==> src/rtl/fetch_unit.sv <==
// fetch_unit -- two-wide instruction fetch front end.
//
// Issues one 64-bit line request per cycle to a 1-cycle-latency instruction
// memory and buffers returned lines in a small FIFO. The FIFO head drives
// decode directly. A redirect flushes everything and restarts the fetch at
// the 8-byte-aligned target. If the target is the upper word of a line,
// slot 0 of the first line is marked invalid.
//
// Parameters
//   RESET_PC    byte address of the first fetch (8-byte aligned)
//   FIFO_DEPTH  line buffer entries (power of two, >= 2)
// Ports
//   clock_i, reset_n_i       clock, async active-low reset
//   imem_addr_o [9:0]        line address = fetch_pc[12:3]
//   imem_data_i [63:0]       line data, one cycle after its address
//   stall_i                  decode not ready; holds the head line
//   redirect_i, redirect_pc_i  branch/jump redirect
//   instr0_o, instr1_o, pc_o head line slots and base byte address
//   valid_o [1:0]            per-slot valid (bit0 = slot 0)
// Optional (macro FETCH_PERF_CNT_EN)
//   perf_lines_o, perf_stall_o  popped lines / stalled-valid cycles
module fetch_unit #(
   parameter logic [31:0] RESET_PC   = 32'h0000_0000,
   parameter int          FIFO_DEPTH = 2
) (
   input  logic        clock_i,
   input  logic        reset_n_i,
   output logic [9:0]  imem_addr_o,
   input  logic [63:0] imem_data_i,
   input  logic        stall_i,
   input  logic        redirect_i,
   input  logic [31:0] redirect_pc_i,
   output logic [31:0] instr0_o,
   output logic [31:0] instr1_o,
   output logic [31:0] pc_o,
   output logic [1:0]  valid_o
`ifdef FETCH_PERF_CNT_EN
   ,
   output logic [31:0] perf_lines_o,
   output logic [31:0] perf_stall_o
`endif
);

   localparam int PW = $clog2(FIFO_DEPTH);
   localparam logic [PW+1:0] DEPTH_W = (PW+2)'(FIFO_DEPTH);

   typedef struct packed {
      logic [63:0] line;
      logic [31:0] pc;
      logic        ok;    // slot 0 holds a wanted instruction
   } entry_t;

   entry_t        fifo_q [FIFO_DEPTH];
   logic [PW-1:0] rd_ptr_q, wr_ptr_q;
   logic [PW:0]   count_q, count_d;
   logic [31:0]   fetch_pc_q, fetch_pc_d;
   logic [31:0]   infl_pc_q;
   logic          infl_q, infl_ok_q;
   logic          half_q;   // next issued line starts mid-line (target pc[2]=1)

   logic          pop, wr, issue;
   logic [PW+1:0] occ;

   // Byte-offset bits of the redirect target never matter (4-byte aligned).
   logic unused_rpc;
   assign unused_rpc = ^redirect_pc_i[1:0];

   assign imem_addr_o = fetch_pc_q[12:3];
   assign instr0_o    = fifo_q[rd_ptr_q].line[31:0];
   assign instr1_o    = fifo_q[rd_ptr_q].line[63:32];
   assign pc_o        = fifo_q[rd_ptr_q].pc;

   always_comb begin
      valid_o = 2'b00;
      if (count_q != '0) valid_o = {1'b1, fifo_q[rd_ptr_q].ok};
   end

   assign pop = (valid_o != 2'b00) && !stall_i;
   assign wr  = infl_q;
   assign occ = {1'b0, count_q} + {{(PW+1){1'b0}}, infl_q};
   // Issuing alongside a pop keeps one line per cycle with a full buffer:
   // the slot freed by the pop is reserved for the new request. No issue
   // in a redirect cycle since the presented address is already stale.
   assign issue = !redirect_i && ((occ < DEPTH_W) || pop);

   always_comb begin
      count_d = count_q;
      if (wr && !pop)      count_d = count_q + 1'b1;
      else if (!wr && pop) count_d = count_q - 1'b1;
      fetch_pc_d = issue ? fetch_pc_q + 32'd8 : fetch_pc_q;
   end

   always_ff @(posedge clock_i or negedge reset_n_i) begin
      if (!reset_n_i) begin
         fetch_pc_q <= RESET_PC;
         infl_q     <= 1'b0;
         infl_ok_q  <= 1'b1;
         infl_pc_q  <= '0;
         half_q     <= 1'b0;
         count_q    <= '0;
         rd_ptr_q   <= '0;
         wr_ptr_q   <= '0;
      end else if (redirect_i) begin
         // Flush; clearing infl_q drops the response of this cycle's request.
         fetch_pc_q <= {redirect_pc_i[31:3], 3'b000};
         half_q     <= redirect_pc_i[2];
         infl_q     <= 1'b0;
         count_q    <= '0;
         rd_ptr_q   <= '0;
         wr_ptr_q   <= '0;
      end else begin
         fetch_pc_q <= fetch_pc_d;
         count_q    <= count_d;
         infl_q     <= issue;
         if (wr)  wr_ptr_q <= wr_ptr_q + 1'b1;
         if (pop) rd_ptr_q <= rd_ptr_q + 1'b1;
         if (issue) begin
            infl_pc_q <= fetch_pc_q;
            infl_ok_q <= !half_q;
            half_q    <= 1'b0;
         end
      end
   end

   // Buffer storage needs no reset; count_q qualifies every entry.
   always_ff @(posedge clock_i) begin
      if (wr && !redirect_i)
         fifo_q[wr_ptr_q] <= '{line: imem_data_i, pc: infl_pc_q, ok: infl_ok_q};
   end

`ifdef FETCH_PERF_CNT_EN
   logic [31:0] perf_lines_q, perf_stall_q;

   always_ff @(posedge clock_i or negedge reset_n_i) begin
      if (!reset_n_i) begin
         perf_lines_q <= '0;
         perf_stall_q <= '0;
      end else begin
         if (pop)                                perf_lines_q <= perf_lines_q + 32'd1;
         if ((valid_o != 2'b00) && stall_i)      perf_stall_q <= perf_stall_q + 32'd1;
      end
   end

   assign perf_lines_o = perf_lines_q;
   assign perf_stall_o = perf_stall_q;
`endif

endmodule
==> config.mk <==
export PLATFORM = sky130hd
export DESIGN_NAME = fetch_unit
export DESIGN_NICKNAME = d
export VERILOG_FILES = /design/src/rtl/fetch_unit.sv
export SDC_FILE = /design/constraint.sdc
export NUM_CORES = 1
export LEC_CHECK = 0
export CORE_MARGIN = 2
export CORE_UTILIZATION = 51
export DETAILED_ROUTE_END_ITERATION = 7
export PLACE_DENSITY = 0.77
export SLEW_MARGIN = 40
export SYNTH_ARGS = -nofsm -noshare
export SYNTH_HDL_FRONTEND = slang
export SYNTH_SLANG_ARGS = --single-unit
export TNS_END_PERCENT = 100
==> constraint.sdc <==
create_clock -name clock_i -period 8.92 [get_ports clock_i]
set_input_delay 0.892 -clock clock_i [delete_from_list [all_inputs] [get_ports clock_i]]
set_output_delay 0.892 -clock clock_i [all_outputs]
set_load 0.02 [all_outputs]
* Word level (Yosys, flattened, before mapping)
Memory sizes are Yosys's and may differ from the RTL's.
Cells that the tools add are included.
** Cells by class
- Add/sub/neg operators :: 6
- $lt $le $gt $ge :: 1
- Mux-type cells :: 15
- Bitwise logic cells :: 1
- Reductions and logical operators :: 18
** Operators with widths (number)
- 32-bit 2-to-1 mux :: 2
- 32-bit by 4-bit adder with 32-bit output (second input constant) :: 1
- 2-bit nonzero test :: 5
- 1-bit 2-to-1 mux :: 9
- 2-bit 2-to-1 mux :: 4
- 1-bit logical AND :: 5
- 1-bit logical NOT :: 5
- 2-bit by 1-bit adder with 3-bit output :: 1
- 3-bit by 2-bit < comparator with 1-bit output (second input constant) :: 1
- 3-bit nonzero test :: 1
- 1-bit adder (second input constant) :: 2
- 2-bit by 1-bit adder with 2-bit output (second input constant) :: 1
- 2-bit AND reduction :: 1
- 2-bit by 1-bit subtractor with 2-bit output (second input constant) :: 1
- 1-bit logical OR :: 1
- 1-bit inverter :: 1
** Word-level totals
- Register bits after elaboration :: 71
- Memory bits (writable) :: 194
- Input port bits :: 100
- Output and inout bits :: 108
- Logic and storage cells :: 50
- Memories :: 1
** Memory list
- fifo_q :: words 2, width 97, rd ports 1, clocked after Yosys merged registers in 0, write ports 1, line 53 : entry_t fifo_q [FIFO_DEPTH];

* Depth between registers and ports, before layout
Gate-level depths: netlist of run 1.
- Depth in word-level cells :: 8
- Depth in mapped cells :: 7
- Depth with buffers taken out :: 5

* Worst setup path after synthesis of run 1
OpenSTA, ideal clock, no wires.
- Path type :: input port to flip-flop
- Start :: in redirect_i
- End :: mem fifo_q[0][0] in the netlist's numbering, enable pin
- Setup time :: 0.681 ns
- Data arrival time :: 8.342 ns
- Data required time :: 8.239 ns
- Path slack :: -0.103 ns
- Cell stages on the path :: 4
- Path through :: clkbuf_1 -> clkbuf_1 -> clkbuf_1 -> nor3b_1
** Between the ends
- Longest elaborated chain between the ends :: 4
** RTL lines
- start, declared :: line 31 : input logic redirect_i,
- 1-bit logical NOT :: line 127 : if (wr && !redirect_i)
- 1-bit logical AND :: line 127
- 1-bit 2-to-1 mux :: line 127
- 1-bit 2-to-1 mux (implied by the code) :: line 128 : fifo_q[wr_ptr_q] <= '{line: imem_data_i, pc: infl_pc_q, ok: infl_ok_q};
- end, declared :: line 53
Every way passes these cells.

* Worst setup path in the final report of run 1
- Start :: reg rd_ptr_q
- End :: out pc_o[15]
** Between the ends
- Longest elaborated chain between the ends :: 1
** RTL lines
- start, declared :: line 54 : logic [PW-1:0] rd_ptr_q, wr_ptr_q;
- start signal, assigned :: line 116 : if (pop) rd_ptr_q <= rd_ptr_q + 1'b1;
- memory read 2 x 97 bit
- end, declared :: line 35 : output logic [31:0] pc_o,
Every way passes these cells.

==> metrics list, run 1 <==
* Number of cells upsized or downsized after cts: 0
- For this design the static power due to leakage is 4.545 nW.
- The first TritonRoute pass finished after 4 iterations.
* Total negative setup slack: 0 ns
- The layer flagged by global routing as most heavily used is met2.
- Pin placement for this block handled ~210 I/O pins.
* Achievable frequency: between 200 and 300 MHz
- Setup repair after global routing left no endpoint under its margin.
- Data arrival time of the critical path: about 3.1 ns
- Maximum number of pins on one net before global-route repair: 66
- Vias: 6057
- For this run, asynchronously set or reset flops after synthesis account for approximately 26%.
- In the post-route analysis, the smallest setup slack over all paths is around 5 ns.
- In the layout the commonest cells are 201 x sky130_fd_sc_hd__clkdlybuf4s50_1, 188 x sky130_fd_sc_hd__edfxtp_1, 120 x sky130_fd_sc_hd__mux2_2.
- Dividing the synthesized area by the synthesized cell count gives about 16 µm².
- After technology mapping, the gate count stands at between 600 and 700.
- Number of I/O port buffers: approximately 200
* Clock-pin slew reported for the worst setup and hold paths after clock tree synthesis: roughly 0.060 ns
- Number of enable flip-flop cells after synthesis: roughly 190
- Antenna fix cells: 0
- The most used flip-flop cell after synthesis is sky130_fd_sc_hd__edfxtp_1.
- Relative to the synthesized area, the layout overhead comes to 30.48%.
- Before CTS, the worst setup slack after placement is between 5 and 6 ns.
* CTS Sinks: ~250
- The share of the Yosys chip area taken by registers is between 70% and 80%.
- Weighted congestion at the end of routability-driven global placement: 0.8164
- In this run the tightest slew margin relative to its limit is between 40 and 50%.
- Global routing finished with a remaining overflow of 0.
- Final hold vios: 0
* Effective utilization at floorplan: between 50% and 60%
- Row count: 51
- Residual antenna-violating net count after detailed routing: 0
- Total detailed-routing wirelength: between 20000 and 25000 µm
- Total power divided by cell area: 214.4 mW/mm²
* Clock Tree Buf Depth: 3
* Die outline width: between 100 and 150 µm
* Global Route Usage Sum: about a fifth
* Most common cell after layout, fill and taps aside: sky130_fd_sc_hd__clkdlybuf4s50_1
* Number of inserted filler cells in the final layout: about 1400
- The first global-routing pass estimated 31390 µm of wire.
* Count of hold-fix buffers inserted at cts: 0
* Vertical extent of the die: 144.5 µm
- Design Power: 0.002817 W
- TritonCTS built the clock tree.
- Post-route DRC violation count: 0
- Depth of the CTS H-tree: 1
- Post-synthesis register bit count: 253
- Status: complete, no violations
- The root buffer cell chosen for the clock tree is sky130_fd_sc_hd__clkbuf_16.
* Kind of critical path: reg2out
- Die area: approximately 0.021 mm²
* Drt via density: roughly 5.5
- Max-cap violations in this run came to 0.
* Endpoints failing setup: 0
- The worst setup path is launched from a register.
- After the first detailed-routing iteration, the DRC count stood at a little over 300.
- The cell area that synthesis handed to floorplanning was between 0.01 and 0.015 mm².
- Dividing the final minimum period by the clock period gives between 40% and 50%.
* Worst min-delay path category: in2async
* Initial antenna violation count: 0
- Type of element capturing the critical path: primary output
- Hold_ws: 0.4486 ns
* M1 GR Usage: around a quarter
- Depth of the worst register-to-register path: 3
* Maximum fanout along the worst path: 56
* Core ar.: around 0.019 mm²
- The netlist uses 44 different library cells.
- The net count of the finished layout is ~900.
* Met3 usage: 4.205%
- Number of pins exceeding their max-slew limit in the final report: 0
* Synthesis Warnings: 0
* Post CTS Setup Buffer Count: 0
- On the final layout, the worst clock skew is around 0.0096 ns.
- Slew at the pin with the worst max-slew slack: 0.7627 ns
- For this run, global-route usage on met2 was measured as around 33%.
* Proportion of layout cells with a drive suffix above 1: roughly a fifth
* Clock insertion delay at the later pin of the skew report: 0.52 ns
- Worst path required time: 8.03 ns
- Counting I/O delays and the setup requirement, the final critical path takes 3.970 ns.
- The number of clock buffers added by TritonCTS is 26.
- Half-perimeter wire length of the detailed placement result: 13650 µm
- The via count of the first global-routing pass is about 6200.
- Worst IR drop on VDD: ~150 µV
- After detailed routing, the average wire length per cell comes to between 15 and 20 µm.
flip-flops by register name (all words and copies together) (netlist names):
signal	count
half_q	1
rd_ptr_q	1
wr_ptr_q	1
count_q	2
fifo_q	188
infl_q	1
infl_pc_q	29
fetch_pc_q	29
infl_ok_q	1
cell families after synthesis:
family          synth area share [%]
other cells                  0.03723
buf+inv                        2.609
compound gates                 4.410
fa+ha+maj                     0.1242
mux                            13.61
flops                          72.21
simple gates                   6.298
xor+xnor                      0.6957
power by group:
| group | switching (W) | leakage (nW) | total (W) | internal [W] |
|---|---|---|---|---|
| Combinational | 0.000175 | 1.67 | 0.000366 | 0.000191 |
| Clock | 0.000420 | 0.403 | 0.00103 | 0.000608 |
| Sequential | 0.0000570 | 2.48 | 0.00142 | 0.00137 |
| Total | 0.000652 | 4.55 | 0.00282 | 0.00217 |
final cells by class:
class	count	area [µm²]	share of cell area, %
Sequential cell	253	7277	55.37
Multi-Input combinational cell	321	2571	19.56
Timing Repair Buffer	213	2117	16.11
Clock buffer	33	698.2	5.312
Tap cell	265	331.6	2.523
Clock inverter	15	116.4	0.8854
Inverter	8	31.28	0.2380
stage by stage:
step | std cells | cell area (µm²) | utilization (%)
final | 1108 | 13140 | 67.75
after global routing | 1108 | 13140 | 67.75
after detailed placement | 1060 | 12320 | 63.49
after floorplan | 626 | 10080 | -
after CTS | 1108 | 13130 | 67.69
after global placement | 1056 | 12280 | 63.30
metal layers:
| layer | vias up | share of wire [%] | routed length (µm) |
|---|---|---|---|
| li1 | 2779 | - | - |
| met1 | 2992 | 41 | 8515 |
| met2 | 241 | 49 | 10220 |
| met3 | 45 | 8.4 | 1765 |
| met4 | 0 | 2.1 | 435 |
| met5 | - | 0 | 0 |
cell usage after synthesis, types with 3 or more instances:
library cell,instances,share of area (%)
sky130_fd_sc_hd__buf_1,5,0.19
sky130_fd_sc_hd__a21oi_1,6,0.30
sky130_fd_sc_hd__or4_1,14,1.0
sky130_fd_sc_hd__clkbuf_1,21,0.78
sky130_fd_sc_hd__a31oi_1,13,0.81
sky130_fd_sc_hd__nand4_1,6,0.37
sky130_fd_sc_hd__o21ai_0,18,0.89
sky130_fd_sc_hd__a22oi_1,5,0.37
sky130_fd_sc_hd__buf_2,3,0.15
sky130_fd_sc_hd__edfxtp_1,188,56
sky130_fd_sc_hd__mux2_2,120,13
sky130_fd_sc_hd__nand3_1,18,0.89
sky130_fd_sc_hd__nand2_1,27,1.0
sky130_fd_sc_hd__nor2b_1,5,0.31
sky130_fd_sc_hd__o211ai_1,6,0.45
sky130_fd_sc_hd__o31ai_1,13,0.97
sky130_fd_sc_hd__and3_1,4,0.25
sky130_fd_sc_hd__nor2_1,21,0.78
sky130_fd_sc_hd__and2_1,3,0.19
sky130_fd_sc_hd__xnor2_1,6,0.52
sky130_fd_sc_hd__and4_1,3,0.26
sky130_fd_sc_hd__buf_4,13,0.97
sky130_fd_sc_hd__inv_1,7,0.26
sky130_fd_sc_hd__or3_1,9,0.56
sky130_fd_sc_hd__dfrtp_1,64,16
critical path, stage by stage, from the launching register on:
cell                              delay [ns]
sky130_fd_sc_hd__dfrtp_4                0.82
sky130_fd_sc_hd__buf_4                  0.70
sky130_fd_sc_hd__mux2_2                 0.41
sky130_fd_sc_hd__clkdlybuf4s50_1        0.57
worst paths after layout:
path	from	to	slack, ns
hold / removal	reset_n_i	fetch_pc_q[31]$_DFFE_PN0P_	0.45
setup / recovery	rd_ptr_q$_DFFE_PN0P_	pc_o[15]	4.95
hold reg to reg	half_q$_DFFE_PN0P_	infl_ok_q$_DFFE_PN1P_	0.45
max in group asynchronous	reset_n_i	rd_ptr_q$_DFFE_PN0P_	7.96
setup reg to reg	infl_q$_DFF_PN0_	fifo_q[0][36]$_DFFE_PP_	6.49
min in group clock_i	half_q$_DFFE_PN0P_	infl_ok_q$_DFFE_PN1P_	0.45
No activity file was read; power rests on OpenSTA's default activity.
==> run 2, diff against run 1 <==
- CORE_UTILIZATION: 51 -> 46
- PLACE_DENSITY: 0.77 -> 0.73
- clock period: 8.92 -> 3.3 ns (I/O delays scaled with it)
==> metrics list, run 2 (synthesis gave the netlist of run 1 again) <==
- Status: complete, no violations
* Aggregate global routing overflow: 0
* Number of I/O port buffers: 202
- Maximum fanout along the worst path: 48
* Depth of the CTS H-tree: 1
- Number of pins exceeding their max-slew limit in the final report: 0
* Most common cell after layout, fill and taps aside: sky130_fd_sc_hd__clkdlybuf4s50_1
* Half-perimeter wire length of the detailed placement result: between 10000 and 15000 µm
- Data on the critical path is required at its endpoint by 2.97 ns.
- Measured along the x axis, the die boundary spans ~150 µm.
* Hold_ws: between 0.3 and 0.4 ns
- Clock tree skew after final layout: 0.01215 ns
* Largest registers: fifo_q (188), fetch_pc_q (29), infl_pc_q (29)
* Core ar.: 0.02169 mm²
- Clk pwr share: 37.3%
* Clock Tree Buf Depth: 3
- The tree built by TritonCTS fans out to approximately 250 sinks.
- The number of antenna violations at the first check in global routing is 0.
* Relative contribution of combinational cells to total power: 12.9%
- Global routing used 18.19% of the available tracks across all layers.
- The tightest min-delay check is of the in2async type.
* Kind of critical path: reg2out
- From bottom edge to top edge, the die measures approximately 150 µm.
* Max-Cap Viols: 0
- More flip-flops sit in one register than any other, and that register is fifo_q.
- Per report_power, the sequential group accounts for approximately 50% of the total.
* Average wire length per cell after detail routing: 18.98 µm
- Clock-pin slew reported for the worst setup and hold paths after clock tree synthesis: roughly 0.06 ns
* Growth of design area from synthesis to finish: 31.69%
- Clock root buffer: sky130_fd_sc_hd__clkbuf_16
- Worst IR drop on VDD: 380.2 µV
* Maximum number of pins on one net before global-route repair: 58
- Row count: 54
- The first global-routing pass estimated approximately 34000 µm of wire.
- The worst pin sits at a relative slew slack of approximately 53%.
- In the layout the commonest cells are 201 x sky130_fd_sc_hd__clkdlybuf4s50_1, 188 x sky130_fd_sc_hd__edfxtp_1, 120 x sky130_fd_sc_hd__mux2_2.
- After filler insertion, the fill cell instance count of the layout stands at about 1600.
- Type of element capturing the critical path: primary output
* Endpoints failing setup: 0
- CTS tree: done
- RSZ-0062 raised after global routing: no
- Effective utilization at floorplan: between 40% and 50%
- Post-layout utilization of the core: approximately 61%
- Post-route DRC violation count: 0
- Static timing analysis puts the maximum clock frequency at approximately 330 MHz.
- Weighted congestion at the end of routability-driven global placement: 0.7935
* Number of flip-flops in the largest register: roughly 190
* Slew at the pin with the worst max-slew slack: ~0.71 ns
- Across all setup checks in the final design, the least slack found is around 0.28 ns.
- For this design the static power due to leakage is roughly 4.6 nW.
- Wires add up to ~21000 µm.
- Final hold vios: 0
- CP startpoint kind: register
- Total power divided by cell area: about 580 mW/mm²
- Initial DRT Pass Iterations: 5
- The smallest clock period supported by the final layout is computed as just over 3 ns.
- Across all layers, the routed design uses approximately 6000 vias.
* Internal portion of total power: about 0.0059 W
- After layout, the design draws a total of 0.007733 W.
* Via count of the first global-routing pass: 6114
* Die area: ~0.023 mm²
- Reported net switching power: 0.001821 W
- Clock insertion delay at the later pin of the skew report: roughly 0.52 ns
- Total negative setup slack: 0 ns
- Clock buffer count from CTS: 27
- Detailed Route Iter0 Violations: about 330
* Placement-stage worst setup slack: about 0.78 ns
- Post-route fraction of the period consumed by the critical path: 91.51%
* Data arrival time of the critical path: between 2 and 3 ns
- Proportion of layout cells with a drive suffix above 1: about 22%
- Drt via density: approximately 5.3
- Antenna fix cells: 0
- 208 I/O pins were placed.
* Final #Nets: slightly above 900
- Once detail routing completed, the nets flagged for antenna violations numbered 0.
- Switching power as a share of total power: about a quarter
- Post CTS Setup Buffer Count: 0
-- run 2: cell count changes in the layout (fill, tap and decap cells not counted), moves of 3 or more --
cell                       previous run  this run
sky130_fd_sc_hd__buf_12               0         3
sky130_fd_sc_hd__clkinv_2             7        10
sky130_fd_sc_hd__buf_4                4        12
sky130_fd_sc_hd__clkbuf_1             6         1
sky130_fd_sc_hd__buf_6                4         0
-- run 2: power groups by stage --
stage	registers, W	clock network [W]	logic (W)
3_3_place_gp	0.00390	0	0.000982
3_5_place_dp	0.00392	0	0.00100
5_1_grt	0.00388	0.00309	0.00107
6_report	0.00385	0.00288	0.00100
2_1_floorplan	0.00385	0	0.000573
4_1_cts	0.00385	0.00295	0.00101
-- run 2: layer usage --
layer,vias up,global-route usage [%],wire length (µm)
met5,-,0,0
met4,0,3.916,472
met3,36,4.107,1410
met2,232,30.93,10520
met1,2948,24.16,9017
li1,2800,-,-
-- run 2: stage by stage --
step                      std cells  cell area [µm²]
after floorplan                 626            10120
after global placement         1079            12400
after detailed placement       1079            12400
after CTS                      1129            13260
after global routing           1129            13260
final                          1129            13260
-- run 2: path summary, 6_finish.rpt --
check | startpoint | end | slack, ns | cells past startpoint
hold / removal | reset_n_i | fetch_pc_q[31]$_DFFE_PN0P_ | 0.37 | 2
max in group asynchronous | reset_n_i | fetch_pc_q[21]$_DFFE_PN0P_ | 1.96 | 3
min in group clock_i | redirect_pc_i[20] | fetch_pc_q[20]$_DFFE_PN0P_ | 0.37 | 3
setup / recovery | rd_ptr_q$_DFFE_PN0P_ | pc_o[11] | 0.28 | 3
hold reg to reg | half_q$_DFFE_PN0P_ | infl_ok_q$_DFFE_PN1P_ | 0.47 | 1
setup reg to reg | fetch_pc_q[9]$_DFFE_PN0P_ | fetch_pc_q[21]$_DFFE_PN0P_ | 1.15 | 4
-- run 2: repair_timing --
item	in CTS	in global routing
hold buffers	1	0
endpoints found under the hold margin	26	0
endpoints found under the setup margin	0	0
gates resized for setup	0	0
-- run 2: area by class of cell --
class,count,area (µm²),share of cell area (%)
Timing Repair Buffer,218,2177,16.41
Tap cell,280,350.3,2.641
Clock buffer,30,706.9,5.330
Inverter,8,30.03,0.2264
Multi-Input combinational cell,321,2571,19.38
Clock inverter,19,151.4,1.141
Sequential cell,253,7277,54.86
-- run 2: critical path, stage by stage (launching register included) --
cell and delay (ns):
sky130_fd_sc_hd__dfrtp_4 0.88, sky130_fd_sc_hd__buf_4 0.35, sky130_fd_sc_hd__mux2_2 0.36, sky130_fd_sc_hd__clkdlybuf4s50_1 0.55
==> run 3, diff against run 2 <==
- CAP_MARGIN: unset -> 20
==> results of run 3 <==
No change in the layout: final DEF, timing and power equal those of run 2.
==> patch 1, RTL diff (config.mk and constraints of run 1) <==
Set the parameter `FIFO_DEPTH` to 4 (it was 2). Comments in the files are not updated.
--- a/src/rtl/fetch_unit.sv
+++ b/src/rtl/fetch_unit.sv
@@ -21,7 +21,7 @@
 //   perf_lines_o, perf_stall_o  popped lines / stalled-valid cycles
 module fetch_unit #(
    parameter logic [31:0] RESET_PC   = 32'h0000_0000,
-   parameter int          FIFO_DEPTH = 2
+   parameter int          FIFO_DEPTH = 4
 ) (
    input  logic        clock_i,
    input  logic        reset_n_i,
Behaviour: not the same (Yosys sat finds a counterexample within 4 cycles, from zero or initial values and one cycle with reset_n_i low).
==> patch 1 against run 1 <==
Synthesized cell count rose by 35%; cell area rose by 60%; power up 91%; synthesized area rose by 70%; critical path depth did not move; sequential cell count grew 191; setup slack gained 0.065 ns; sequential share of layout area up 6.6 points; non-clock buffer count unchanged; clock power grew 75%; core utilization is 4.7 points lower; sequential power up 80%; maximum frequency rose by 1.7%; routed wire length up 59%; critical path type unchanged; critical endpoint is now instr1_o[31]; largest cell class unchanged; highest routed layer unchanged.
==> patch 1: results (changes against run 1) <==
run status=complete, no violations; layout cells sized above 1=0.199 (-0.00714); total CTS buffers=45 (+73%); Worst-Skew Late Latency=0.54 ns (+0.02 ns); YS warnings=0 (unchanged); HP Start=half_q$_DFFE_PN0P_; Worst Hold Class=register to register; peak supply drop=175 uV (+17%); Synth Area per Inst=20.3 um2 (+26%); GPL Wtd Cong=0.813 (-0.39%); FFs w/ async S/R, synth=0.153 (-0.104); top_reg_cell synth=edfxtp_1; Initial Util=0.513 (-0.00619); first-pass GRT wire length=52000 um (+66%); drt first pass iters=4 (unchanged); largest registers=fifo_q: 376 flops, fetch_pc_q: 29 flops, infl_pc_q: 29 flops; Placed Cells=1453 (+37%); Post-Place Setup Slack=5.17 ns (+0.0788 ns); WHS Path Cells=1; WP data arrival=3.01 ns (-0.07 ns); WL per Instance=21.7 um (+15%); vias after detailed routing=8757 (+45%); worst reg2reg path depth=3 (unchanged); register area share after synthesis=0.761 (+0.0389); post-synthesis cell type count=53 (+20%); leak pwr=6.83 nW (+50%); Switching Share=0.256 (+0.0247); all-layer global routing usage=0.192 (-0.00154); final HPWL from detailed placement=19800 um (+45%); flop-to-flop setup slack=6.22 ns (-0.27 ns); Max-slew headroom=0.437 (-0.0548); Final Hold Slack=0.421 ns (-0.0278 ns); clock skew=0.0103 ns (+0.000742 ns); Reg2Reg Capture Point=fifo_q[3][34]$_DFFE_PP_; hold endpoint=infl_ok_q$_DFFE_PN1P_; vias in the first global route=8979 (+45%); pin count of the biggest net entering global routing=75 (+14%); H-tree depth=2 (+1); most frequent cells after synthesis=edfxtp_1 (376), mux4_2 (94), dfrtp_1 (67); Area after DPL=0.0195 mm2 (+59%); Port-buffer cells=202 (unchanged); drt total wl=33300 um (+59%); Final #Nets=1158 (+25%); number of flops mapped to enable cells by yosys=376 (+100%); synth top area cells=edfxtp_1 (66%), mux4_2 (12%), dfrtp_1 (9.8%); critical path fanouts, max=38 (-32%); Setup crit start=rd_ptr_q[0]$_DFFE_PN0P_; Detailed Route Iter0 Violations=641 (+110%)
[patch 1: cell count changes after synthesis, moves of 7 or more]
cell      delta
a31oi_1      +7
edfxtp_1   +188
buf_2        +9
mux2_2      -93
mux4_2      +94
[patch 1: power by group through the flow]
stage          Sequential, mW  Clock (mW)  Combinational [mW]
4_1_cts                  2.56        1.84                1.04
3_5_place_dp             2.61           0                1.03
5_1_grt                  2.58        1.93                1.08
3_3_place_gp             2.60           0                1.02
2_1_floorplan            2.55           0               0.644
6_report                 2.56        1.80                1.02
[patch 1: how the worst max path moves through the flow]
stage,cells past startpoint,slack [ns],end
after detailed placement,5,5.17,fifo_q[3][10]$_DFFE_PP_
after CTS,3,4.70,instr1_o[31]
after floorplan,3,5.01,fifo_q[0][0]$_DFFE_PP_
after global placement,5,5.21,fifo_q[2][9]$_DFFE_PP_
final,3,5.02,instr1_o[31]
after global routing,3,4.79,instr1_o[31]
[patch 1: critical path, cell delays in order, from the launching register on]
cell and delay [ns]:
dfrtp_4 0.73, buf_6 0.52, mux4_2 0.57, clkdlybuf4s50_1 0.61
[patch 1: logic make-up (layout without fill, tap and decap cells)]
group,Yosys count,in the layout,share of synthesized area
buf+inv,66,311,0.0182
other cells,1,3,0.000220
simple gates,131,131,0.0434
xor+xnor,8,8,0.00410
mux,126,126,0.145
flops,444,444,0.761
fa+ha+maj,6,6,0.00484
compound gates,60,60,0.0233
[patch 1: area by class of cell]
cell class                      count  area, um2
Clock buffer                       61       1260
Clock inverter                     23        174
Fill cell                        2329      12300
Inverter                           14       53.8
Multi-Input combinational cell    334       3800
Sequential cell                   444      13000
Tap cell                          448        561
Timing Repair Buffer              213       2130
[patch 1: metal layers]
layer	wire [um]	track usage
met5	0	0
met4	714	0.0519
met3	1820	0.0308
met2	16600	0.313
met1	14200	0.273
==> patch 2, RTL diff (config.mk and constraints of run 1) <==
Without the edit above. The option `FETCH_PERF_CNT_EN` is turned on by a define.
--- a/src/rtl/fetch_unit.sv
+++ b/src/rtl/fetch_unit.sv
@@ -19,6 +19,8 @@
 //   valid_o [1:0]            per-slot valid (bit0 = slot 0)
 // Optional (macro FETCH_PERF_CNT_EN)
 //   perf_lines_o, perf_stall_o  popped lines / stalled-valid cycles
+`define FETCH_PERF_CNT_EN
+
 module fetch_unit #(
    parameter logic [31:0] RESET_PC   = 32'h0000_0000,
    parameter int          FIFO_DEPTH = 2
Formal check against the unedited RTL (old outputs only; new: perf_lines_o and perf_stall_o): no difference found for any inputs over 4 cycles, from zero or initial values and one cycle with reset_n_i low; that may be too few to reach the edited logic, so the function may still have changed.
==> patch 2 against run 1 <==
Combinational power increased by 110%; via count increased by 39%; maximum frequency increased by 5.8%; cell count increased by 39%; routed wire length increased by 38%; synthesized area increased by 28%; non-clock buffer count increased by 61; cell area increased by 29%; first-iteration DRC count increased by 100%; setup slack improved by 0.22 ns; power increased by 38%; sequential power increased by 27%; sequential cell count increased by 64; critical path type unchanged; largest cell class unchanged; highest routed layer is now met5.
==> patch 2: results (changes against run 1) <==
run status=complete, no violations; Worst Hold Class=input pin to async pin; vias in the first global route=8307 (+34%); CP top delay family=buffers and inverters; Biggest register=fifo_q; flop-to-flop setup slack=6.59 ns (+0.10 ns); initial antenna violation count=2 (+2); post-route ant nets=0 (unchanged); Largest register FFs=188 (unchanged); Detailed Route Iter0 Violations=621 (+100%); Resize count post-CTS=0 (unchanged); post-synthesis cell type count=55 (+25%); CP peak stage delay=0.66 ns (-0.16 ns); drt first pass iters=5 (+1); pin count of the biggest net entering global routing=73 (+11%); peak supply drop=168 uV (+12%); WP data arrival=2.86 ns (-0.22 ns); GPL Wtd Cong=0.851 (+4.2%); critical path fanouts, max=72 (+29%); layout cells sized above 1=0.140 (-0.0661); most frequent cells after synthesis=edfxtp_1 (188), dfrtp_1 (128), nand2_1 (125); register area share after synthesis=0.686 (-0.0358); YS warnings=0 (unchanged); Worst-Skew Late Latency=0.55 ns (+0.03 ns); number of flops mapped to enable cells by yosys=188 (unchanged); WL per Instance=18.7 um (-0.88%); FFs w/ async S/R, synth=0.407 (+0.150); Port-buffer cells=266 (+32%); Max Buffers Root-to-Sink=3 (unchanged); clock skew=0.00701 ns (-0.00257 ns); final HPWL from detailed placement=19000 um (+39%); all-layer global routing usage=0.213 (+0.0198); Post-CTS Setup Bufs=0 (unchanged); first-pass GRT wire length=44700 um (+43%); Max-slew headroom=0.470 (-0.0214); highest-delay cell along the critical path=dfrtp_4; Final #Nets=1290 (+40%); total CTS buffers=31 (+19%); vias after detailed routing=8411 (+39%); synth top area cells=edfxtp_1 (44%), dfrtp_1 (25%), mux2_2 (8.2%); leak pwr=6.37 nW (+40%)
[patch 2: cell count changes after synthesis, moves of 15 or more]
cell | before | now
and3_1 | 4 | 19
dfrtp_1 | 64 | 128
mux2_2 | 120 | 94
nand2_1 | 27 | 125
nand3_1 | 18 | 33
nand4_1 | 6 | 23
nor4_1 | 0 | 17
xnor2_1 | 6 | 49
xor2_1 | 2 | 24
[patch 2: worst paths after layout]
| check | start | end | depth (start not counted) |
|---|---|---|---|
| setup / recovery | rd_ptr_q$_DFFE_PN0P_ | pc_o[6] | 3 |
| hold / removal | reset_n_i | perf_lines_o[25]$_DFFE_PN0P_ | 1 |
| setup reg to reg | count_q[0]$_DFFE_PN0P_ | fetch_pc_q[31]$_DFFE_PN0P_ | 5 |
| hold reg to reg | half_q$_DFFE_PN0P_ | infl_ok_q$_DFFE_PN1P_ | 1 |
| max in group asynchronous | reset_n_i | rd_ptr_q$_DFFE_PN0P_ | 2 |
| min in group clock_i | half_q$_DFFE_PN0P_ | infl_ok_q$_DFFE_PN1P_ | 1 |
[patch 2: cells by family (layout without fill, tap and decap cells)]
group | Yosys count | in the layout | share of synthesized area
buffers and inverters | 65 | 346 | 0.0228
adders and majority gates | 3 | 3 | 0.00290
other | 1 | 5 | 0.000290
and+or+nand+nor | 298 | 298 | 0.115
DFF | 317 | 317 | 0.686
AOI/OAI and AO/OA | 74 | 74 | 0.0386
muxes | 98 | 98 | 0.0850
xor gates and xnor gates | 73 | 73 | 0.0494
[patch 2: layout make-up]
class	count	area, um2
Antenna cell	2	5.00
Clock buffer	43	891
Clock inverter	15	150
Fill cell	1838	8090
Inverter	14	52.6
Multi-Input combinational cell	549	3820
Sequential cell	317	8880
Tap cell	330	413
Timing Repair Buffer	274	2740
[patch 2: metal layers]
layer,wire length (um),track usage,share of wire,vias to the layer above
met1,11700,0.277,0.41,4144
met2,13700,0.350,0.47,316
met4,466,0.0519,0.016,2
met3,2980,0.0688,0.10,31
met5,12,0,0.00041,-
li1,-,-,-,3918
[patch 2: power breakdown]
| group | leakage [nW] | total [mW] | internal [mW] | switching, mW |
|---|---|---|---|---|
| clock | 0.521 | 1.32 | 0.781 | 0.535 |
| sequential | 3.36 | 1.80 | 1.70 | 0.104 |
| combinational | 2.49 | 0.768 | 0.373 | 0.395 |
[patch 2: metrics by stage]
step	cells	utilization	instance area [um2]	setup WS, ns	hold WS [ns]
after global routing	1542	0.677	16900	5.05	0.328
after floorplan	931	-	12900	3.25	0.406
after global placement	1483	0.633	15900	4.96	0.419
after CTS	1542	0.676	16900	5.14	0.427
after detailed placement	1484	0.634	15900	5.19	0.443
final	1544	0.677	16900	5.17	0.290
